==> src/rtl/pci_cfg_arbiter.sv <==
// Shares the config register-file port between the PCI bus FSM (port A) and
// local device logic (port B): A has priority, B is forced through after A_STREAK wins.
module pci_cfg_arbiter #(
   parameter int A_STREAK = 4,
   parameter int TIMEOUT  = 15
) (
   input  logic        clk,
   input  logic        rst,
   input  logic        a_req,
   input  logic        a_iswrite,
   input  logic [5:0]  a_offset,
   input  logic [31:0] a_wdata,
   input  logic [3:0]  a_be,
   output logic        a_done,
   output logic [31:0] a_rdata,
   output logic        a_err,
   input  logic        b_req,
   input  logic        b_iswrite,
   input  logic [5:0]  b_offset,
   input  logic [31:0] b_wdata,
   input  logic [3:0]  b_be,
   output logic        b_done,
   output logic [31:0] b_rdata,
   output logic        b_err,
   output logic        cfg_enable,
   output logic        cfg_iswrite,
   output logic [5:0]  cfg_offset,
   output logic [31:0] cfg_write_val,
   output logic [3:0]  cfg_be,
   input  logic [31:0] cfg_read_val,
   input  logic        cfg_done,
   input  logic        cfg_w_err,
   output logic        busy,
   output logic [1:0]  state_dbg
);
   // Handshake: a requester holds req and its fields until its one-cycle done
   // strobe; cfg_enable is held with stable fields until cfg_done or timeout.
   typedef enum logic [1:0] {IDLE = 2'd0, ISSUE = 2'd1, RESP = 2'd2} state_t;

   state_t      state, state_next;
   logic [3:0]  streak;
   logic [7:0]  watchdog;
   logic        owner_b;
   logic        grant_a, grant_b, timed_out;
   logic [31:0] resp_rdata;
   logic        resp_err;

   always_comb begin
      grant_b    = b_req && (!a_req || streak == 4'(A_STREAK));
      grant_a    = a_req && !grant_b;
      timed_out  = (watchdog == 8'(TIMEOUT - 1)) && !cfg_done;
      state_next = state;
      case (state)
         IDLE:    if (grant_a || grant_b) state_next = ISSUE;
         ISSUE:   if (cfg_done || timed_out) state_next = RESP;
         RESP:    state_next = IDLE;
         default: state_next = IDLE;
      endcase
   end

   // A missing cfg_done completes as an all-ones read with the error flag set.
   always_comb begin
      resp_rdata = 32'hFFFF_FFFF;
      resp_err   = 1'b1;
      if (cfg_done) begin
         resp_rdata = cfg_iswrite ? 32'h0 : cfg_read_val;
         resp_err   = cfg_iswrite & cfg_w_err;
      end
   end

   always_ff @(posedge clk or negedge rst) begin
      if (!rst) begin
         state         <= IDLE;
         streak        <= 4'd0;
         watchdog      <= 8'd0;
         owner_b       <= 1'b0;
         cfg_iswrite   <= 1'b0;
         cfg_offset    <= 6'd0;
         cfg_write_val <= 32'h0;
         cfg_be        <= 4'd0;
         a_rdata       <= 32'h0;
         a_err         <= 1'b0;
         b_rdata       <= 32'h0;
         b_err         <= 1'b0;
      end else begin
         state <= state_next;
         case (state)
            IDLE: begin
               if (grant_a || grant_b) begin
                  owner_b       <= grant_b;
                  cfg_iswrite   <= grant_b ? b_iswrite : a_iswrite;
                  cfg_offset    <= grant_b ? b_offset  : a_offset;
                  cfg_write_val <= grant_b ? b_wdata   : a_wdata;
                  cfg_be        <= grant_b ? b_be      : a_be;
                  streak        <= (grant_b || !b_req) ? 4'd0 : streak + 4'd1;
                  watchdog      <= 8'd0;
               end
            end
            ISSUE: begin
               watchdog <= watchdog + 8'd1;
               if (cfg_done || timed_out) begin
                  if (owner_b) begin
                     b_rdata <= resp_rdata;
                     b_err   <= resp_err;
                  end else begin
                     a_rdata <= resp_rdata;
                     a_err   <= resp_err;
                  end
               end
            end
            RESP:    watchdog <= 8'd0;
            default: watchdog <= 8'd0;
         endcase
      end
   end

   assign cfg_enable = (state == ISSUE);
   assign busy       = (state != IDLE);
   assign a_done     = (state == RESP) && !owner_b;
   assign b_done     = (state == RESP) && owner_b;
   assign state_dbg  = state;

endmodule

==> config.mk <==
export PLATFORM = sky130hd
export DESIGN_NAME = pci_cfg_arbiter
export DESIGN_NICKNAME = d
export VERILOG_FILES = /design/src/rtl/pci_cfg_arbiter.sv
export SDC_FILE = /design/constraint.sdc
export NUM_CORES = 1
export LEC_CHECK = 0
export BUFFER_PORTS_ARGS = -buffer_cell sky130_fd_sc_hd__buf_2
export CORE_ASPECT_RATIO = 0.75
export CORE_UTILIZATION = 48
export DETAILED_ROUTE_END_ITERATION = 10
export PLACE_DENSITY = 0.81
export SYNTH_ARGS = -nofsm -noshare
export SYNTH_HDL_FRONTEND = slang
export SYNTH_SLANG_ARGS = --single-unit
==> constraint.sdc <==
create_clock -name clk -period 2.3 [get_ports clk]
set_input_delay 0.46 -clock clk [delete_from_list [all_inputs] [get_ports clk]]
set_output_delay 0.46 -clock clk [all_outputs]
set_load 0.05 [all_outputs]
==> results of run 1 <==
## worst paths after layout
path	start	endpoint	cells past startpoint
max reg2reg	streak[1]	cfg_write_val[15]	7
min reg2reg	a_rdata[28]	a_rdata[28]	1
min	a_wdata[30]	cfg_write_val[30]	3
min in group asynchronous	rst	cfg_offset[4]	2
max in group asynchronous	rst	a_rdata[17]	3
max	state_dbg[1]	cfg_enable	3
## routing by layer
| layer | global-route usage | share of wire | up-vias |
|---|---|---|---|
| li1 | - | - | 2298 |
| met1 | 0.359 | 0.43 | 2378 |
| met2 | 0.443 | 0.48 | 201 |
| met3 | 0.0774 | 0.071 | 14 |
| met4 | 0.0843 | 0.011 | 0 |
| met5 | 0 | 0 | - |
## registers in the layout (all words and copies together), names as in the netlist
name           count
a_rdata           32
b_rdata           32
cfg_write_val     32
watchdog           8
cfg_offset         6
cfg_be             4
streak             4
state_dbg          2
a_err              1
b_err              1
cfg_iswrite        1
owner_b            1
## per-stage QoR
stage | total power, mW | util
finish | 14.1 | 0.672
global route | 14.7 | 0.672
CTS | 14.2 | 0.672
detailed placement | 11.5 | 0.618
global placement | 11.3 | 0.618
floorplan | 9.55 | -
## synth_stat cells (all sizes together), types with 2 or more instances
cell type	instances	share of area
a21boi	34	0.047
a21oi	87	0.080
a2bb2oi	67	0.12
a31oi	3	0.0046
and2	2	0.0023
buf	20	0.027
clkbuf	21	0.014
dfrtp	124	0.57
ha	4	0.0092
inv	7	0.0053
nand2	53	0.037
nand3	3	0.0028
nand4	3	0.0034
nor2	47	0.032
nor4b	2	0.0060
o21ai	16	0.015
o22ai	2	0.0023
## cell type report
class                   count  area, sq um
well taps                 140          175
multi-input cells         338         2120
clock inverters            13          143
flip-flops and latches    124         3100
inverters                   7         28.8
fillers                   885         3600
repair buffers            254         1370
clock buffers              18          439
## critical path, stage by stage, from the launching register on
cell and delay, ns:
dfrtp_1 0.43, nand2b_4 0.24, inv_4 0.14, buf_2 0.28
## power breakdown
part           switching [mW]  total, mW  internal, mW
Clock                    1.02       2.64          1.62
Sequential              0.690       3.93          3.23
Combinational            5.59       7.54          1.95
## cells by family after synthesis
group	share of synthesized area
buf+inv	0.0468
simple gates	0.0994
compound gates	0.275
flops	0.569
fa+ha+maj	0.00919
==> flow_summary_export.csv, run 1 <==
group,metric,value,unit
final_layout,nets,870,
clock_tree,numCtsBuffers,17,
sta,setup_violations,0,
clock_tree,clkLatencyLatePin,0.41,ns
final_layout,mostFrequentLayoutCells,"buf_2, dfrtp_1, a21oi_1, a2bb2oi_1, nand2_1",
synth,syn_area,5450,sq um
place,dp_cells,862,
route,drt_iter0_drc,349,
power,p_leak,3.60,nW
route,ant_nets,0,
synth,ys.flop_type,"dfrtp_1",
grt,overflow,0,
sta,skew,0.00902,ns
final_layout,layout.cells.non_filler,894,
synth,synth.distinct_cells,41,
route,first_pass_iters,7,
sta,worst_pin_slew,0.460,ns
sta,whs,0.268,ns
clock_tree,htree_levels,4,
final_layout,layout_commonest_cell,"buf_2",
sta,period_share,0.856,
floorplan,dieWidth,125,um
synth,postSynthCellCount,510,
place,dp_hpwl,10700,um
place,dp_slack,0.461,ns
clock_tree,post_cts_buffers,0,
grt,grt_pass1_vias,4698,
critical_path,cp_data_arrival_time,1.51,ns
place,gp_congestion,0.842,
sta,fin_setup_tns,0,ns
floorplan,dieHeight,94.3,um
grt,grt_pass1_wl,24700,um
floorplan,dieArea,11800,sq um
final_layout,drive_above_1_share,0.405,
clock_tree,cts_sinks,124,
critical_path,critical_path_class,"register to primary output",
critical_path,ff2ff_setup_slack,0.47,ns
place,io_buffers,238,
final_layout,antenna_cells,0,
grt,antenna_found_initial,0,
critical_path,path_max_fanout,11,
grt,grt_max_degree,45,
clock_tree,cts_tree,"built",
status,violations,"design-rule violations",
route,wl_per_cell,17.6,um
clock_tree,cts_hold_buf,1,
clock_tree,cts_buffer_depth,2,
clock_tree,path_clk_slew,0.06,ns
sta,final-hold-violation-count,0,
floorplan,initial_core_util,0.496,
sta,max_slew_margin,0.693,
critical_path,required,1.84,ns
synth,seq_area_frac_synth,0.569,
sta,finalCriticalPeriod,1.97,ns
floorplan,core_area,11000,sq um
floorplan,io_pins,239,
worst_hold_path,min_path_type,"input pin to register",
power,peakVddDrop,1.06,mV
clock_tree,cts_resized,0,
sta,rsz0062_at_grt,"no",
route,drc,34,
grt,grt_usage,0.274,
sta,drv_slew,0,
final_layout,area_growth,35.4,%
place,postPlaceCellArea,6790,sq um
sta,fmax,0.508,GHz
route,dr_total_vias,4891,
synth,synth_warnings,0,
route,routed_wirelength,15700,um
job,max-cap-violations,0,
synth,syn_nets,638,
power,powerDensity,1910,nW/um^2
synth,synth_edf_count,0,
route,vias_per_cell,5.47,
floorplan,std_cell_rows,33,
final_layout,final_area,7380,sq um
sta,layout_setup_ws,0.332,ns
synth,synth_async_sr_flop_share,1.00,
synth,synth_seq_cells,124,
clock_tree,cts_root_buffer,"clkbuf_16",
critical_path,cp-start-kind,"register",
critical_path,endpoint_kind,"primary output",
status,status,"finished, violations left",
synth,synth_area_per_cell,10.7,sq um
No activity file was read; power rests on OpenSTA's default activity.
==> run 2, diff against run 1 <==
RECOVER_POWER = 25   (was not set)
==> run 2 against run 1 <==
  * The flow still finishes with violations (design-rule violations)
  * Via count hardly changed
  * Final cell count stayed put
  * Register-to-register slack hardly changed
  * Clock power hardly changed
  * Maximum frequency hardly changed
  * Critical endpoint unchanged
==> flow_summary_export.csv, run 2 (same netlist as run 1, synthesis figures left out) <==
group,metric,value,unit
status,status,"finished, violations left",
status,violations,"design-rule violations",
clock_tree,path_clk_slew,0.06,ns
sta,fin_setup_tns,0,ns
sta,fmax,0.508,GHz
critical_path,path_max_fanout,11,
critical_path,required,1.84,ns
floorplan,dieHeight,94.3,um
route,vias_per_cell,5.47,
sta,skew,0.00906,ns
sta,final-hold-violation-count,0,
floorplan,dieArea,11800,sq um
job,max-cap-violations,0,
route,routed_wirelength,15700,um
power,p_leak,3.59,nW
worst_hold_path,min_path_type,"input pin to register",
clock_tree,cts_buffer_depth,2,
place,io_buffers,238,
route,drc,34,
floorplan,core_area,11000,sq um
floorplan,dieWidth,125,um
power,peakVddDrop,1.06,mV
grt,overflow,0,
power,switching_share,0.518,
power,p_total,14.1,mW
route,dr_total_vias,4892,
grt,antenna_found_initial,0,
sta,rsz0062_at_grt,"no",
sta,whs,0.269,ns
grt,grt_pass1_wl,24700,um
sta,period_share,0.856,
sta,layout_setup_ws,0.332,ns
power,pwr-share-seq,0.278,
route,first_pass_iters,8,
place,dp_slack,0.461,ns
floorplan,initial_core_util,0.496,
route,ant_nets,0,
final_layout,area_growth,35.1,%
power,powerDensity,1920,nW/um^2
power,comb_power_share,0.535,
route,wl_per_cell,17.6,um
grt,grt_pass1_vias,4698,
sta,drv_slew,0,
floorplan,io_pins,239,
critical_path,cp_data_arrival_time,1.51,ns
power,p_int,6.81,mW
critical_path,cp_slowest_cell,"dfrtp_1",
final_layout,drive_above_1_share,0.403,
final_layout,mostFrequentLayoutCells,"buf_2, dfrtp_1, a21oi_1, a2bb2oi_1, nand2_1",
clock_tree,htree_levels,4,
route,drt_iter0_drc,349,
clock_tree,cts_root_buffer,"clkbuf_16",
critical_path,max_stage_delay,0.43,ns
clock_tree,numCtsBuffers,17,
sta,worst_pin_slew,0.789,ns
critical_path,path_cells,"nand2b_4 -> inv_4 -> buf_2",
sta,max_slew_margin,0.474,
final_layout,antenna_cells,0,
final_layout,nets,870,
critical_path,endpoint_kind,"primary output",
power,clockPowerShare,0.187,
grt,grt_max_degree,45,
critical_path,cp-start-kind,"register",
final_layout,top_regs,"a_rdata x32, b_rdata x32, cfg_write_val x32",
final_layout,layout_commonest_cell,"buf_2",
place,gp_congestion,0.842,
critical_path,critical_path_class,"register to primary output",
place,dp_hpwl,10700,um
sta,setup_violations,0,
floorplan,std_cell_rows,33,
grt,grt_usage,0.274,
clock_tree,cts_sinks,124,
power,power.net_switching,7.30,mW
sta,finalCriticalPeriod,1.97,ns
clock_tree,clkLatencyLatePin,0.41,ns
clock_tree,cts_tree,"built",
final_layout,n_fill_cell,888,
## run 2: cell count changes in the layout (fill, tap and decap cells not counted)
| cell | previous run | this run |
|---|---|---|
| clkbuf_1 | 0 | 1 |
| clkbuf_4 | 0 | 1 |
| buf_12 | 4 | 3 |
| buf_4 | 12 | 11 |
## run 2: metrics by stage
step                area, sq um   util  std cells
floorplan                  5450      -        510
global placement           6790  0.618        862
detailed placement         6790  0.618        862
CTS                        7380  0.672        894
global route               7360  0.670        894
finish                     7360  0.670        894
## run 2: final timing paths
| kind | from | endpoint | slack [ns] | depth (start not counted) |
|---|---|---|---|---|
| min | a_wdata[30] | cfg_write_val[30] | 0.27 | 3 |
| max | state_dbg[1] | cfg_enable | 0.33 | 3 |
| min in group asynchronous | rst | cfg_offset[4] | 0.64 | 2 |
| max reg2reg | streak[1] | cfg_write_val[15] | 0.47 | 7 |
| max in group asynchronous | rst | a_err | 0.52 | 3 |
| min reg2reg | a_rdata[28] | a_rdata[28] | 0.52 | 1 |
## run 2: critical path: cells and delay by family (launching register included)
kind	cells	cell delay, ns
buffers and inverters	2	0.42
flip-flops	1	0.43
AND/OR/NAND/NOR	1	0.24
## run 2: metal layers
layer  routed length, um  part of all wire  vias up  track usage
li1                    -                 -     2298            -
met1                6850              0.44     2378        0.359
met2                7610              0.48      201        0.443
met3                1110             0.070       15       0.0774
met4                 167             0.011        0       0.0843
met5                   0                 0        -            0
## run 2: what timing repair did
action / 4_1_cts / 5_1_grt
endpoints found under the hold margin: 11 / 0
buffers inserted: 0 / 0
gates resized for setup: 0 / 0
hold buffers: 1 / 0
## run 2: power by group through the flow
stage / clock network, mW / logic (mW) / registers [mW]
2_1_floorplan: 0 / 2.23 / 7.32
3_3_place_gp: 0 / 7.41 / 3.89
3_5_place_dp: 0 / 7.55 / 3.93
4_1_cts: 2.68 / 7.57 / 3.92
5_1_grt: 2.77 / 7.93 / 4.05
6_report: 2.64 / 7.54 / 3.93
## run 2: cell type report
| class | count | area (sq um) | share of cell area |
|---|---|---|---|
| sequential | 124 | 3100 | 0.421 |
| clock inverter | 13 | 143 | 0.0194 |
| inverter | 7 | 28.8 | 0.00391 |
| timing repair buffer | 254 | 1350 | 0.183 |
| tap | 140 | 175 | 0.0238 |
| multi-input combinational | 338 | 2120 | 0.288 |
| clock buffer | 18 | 439 | 0.0597 |
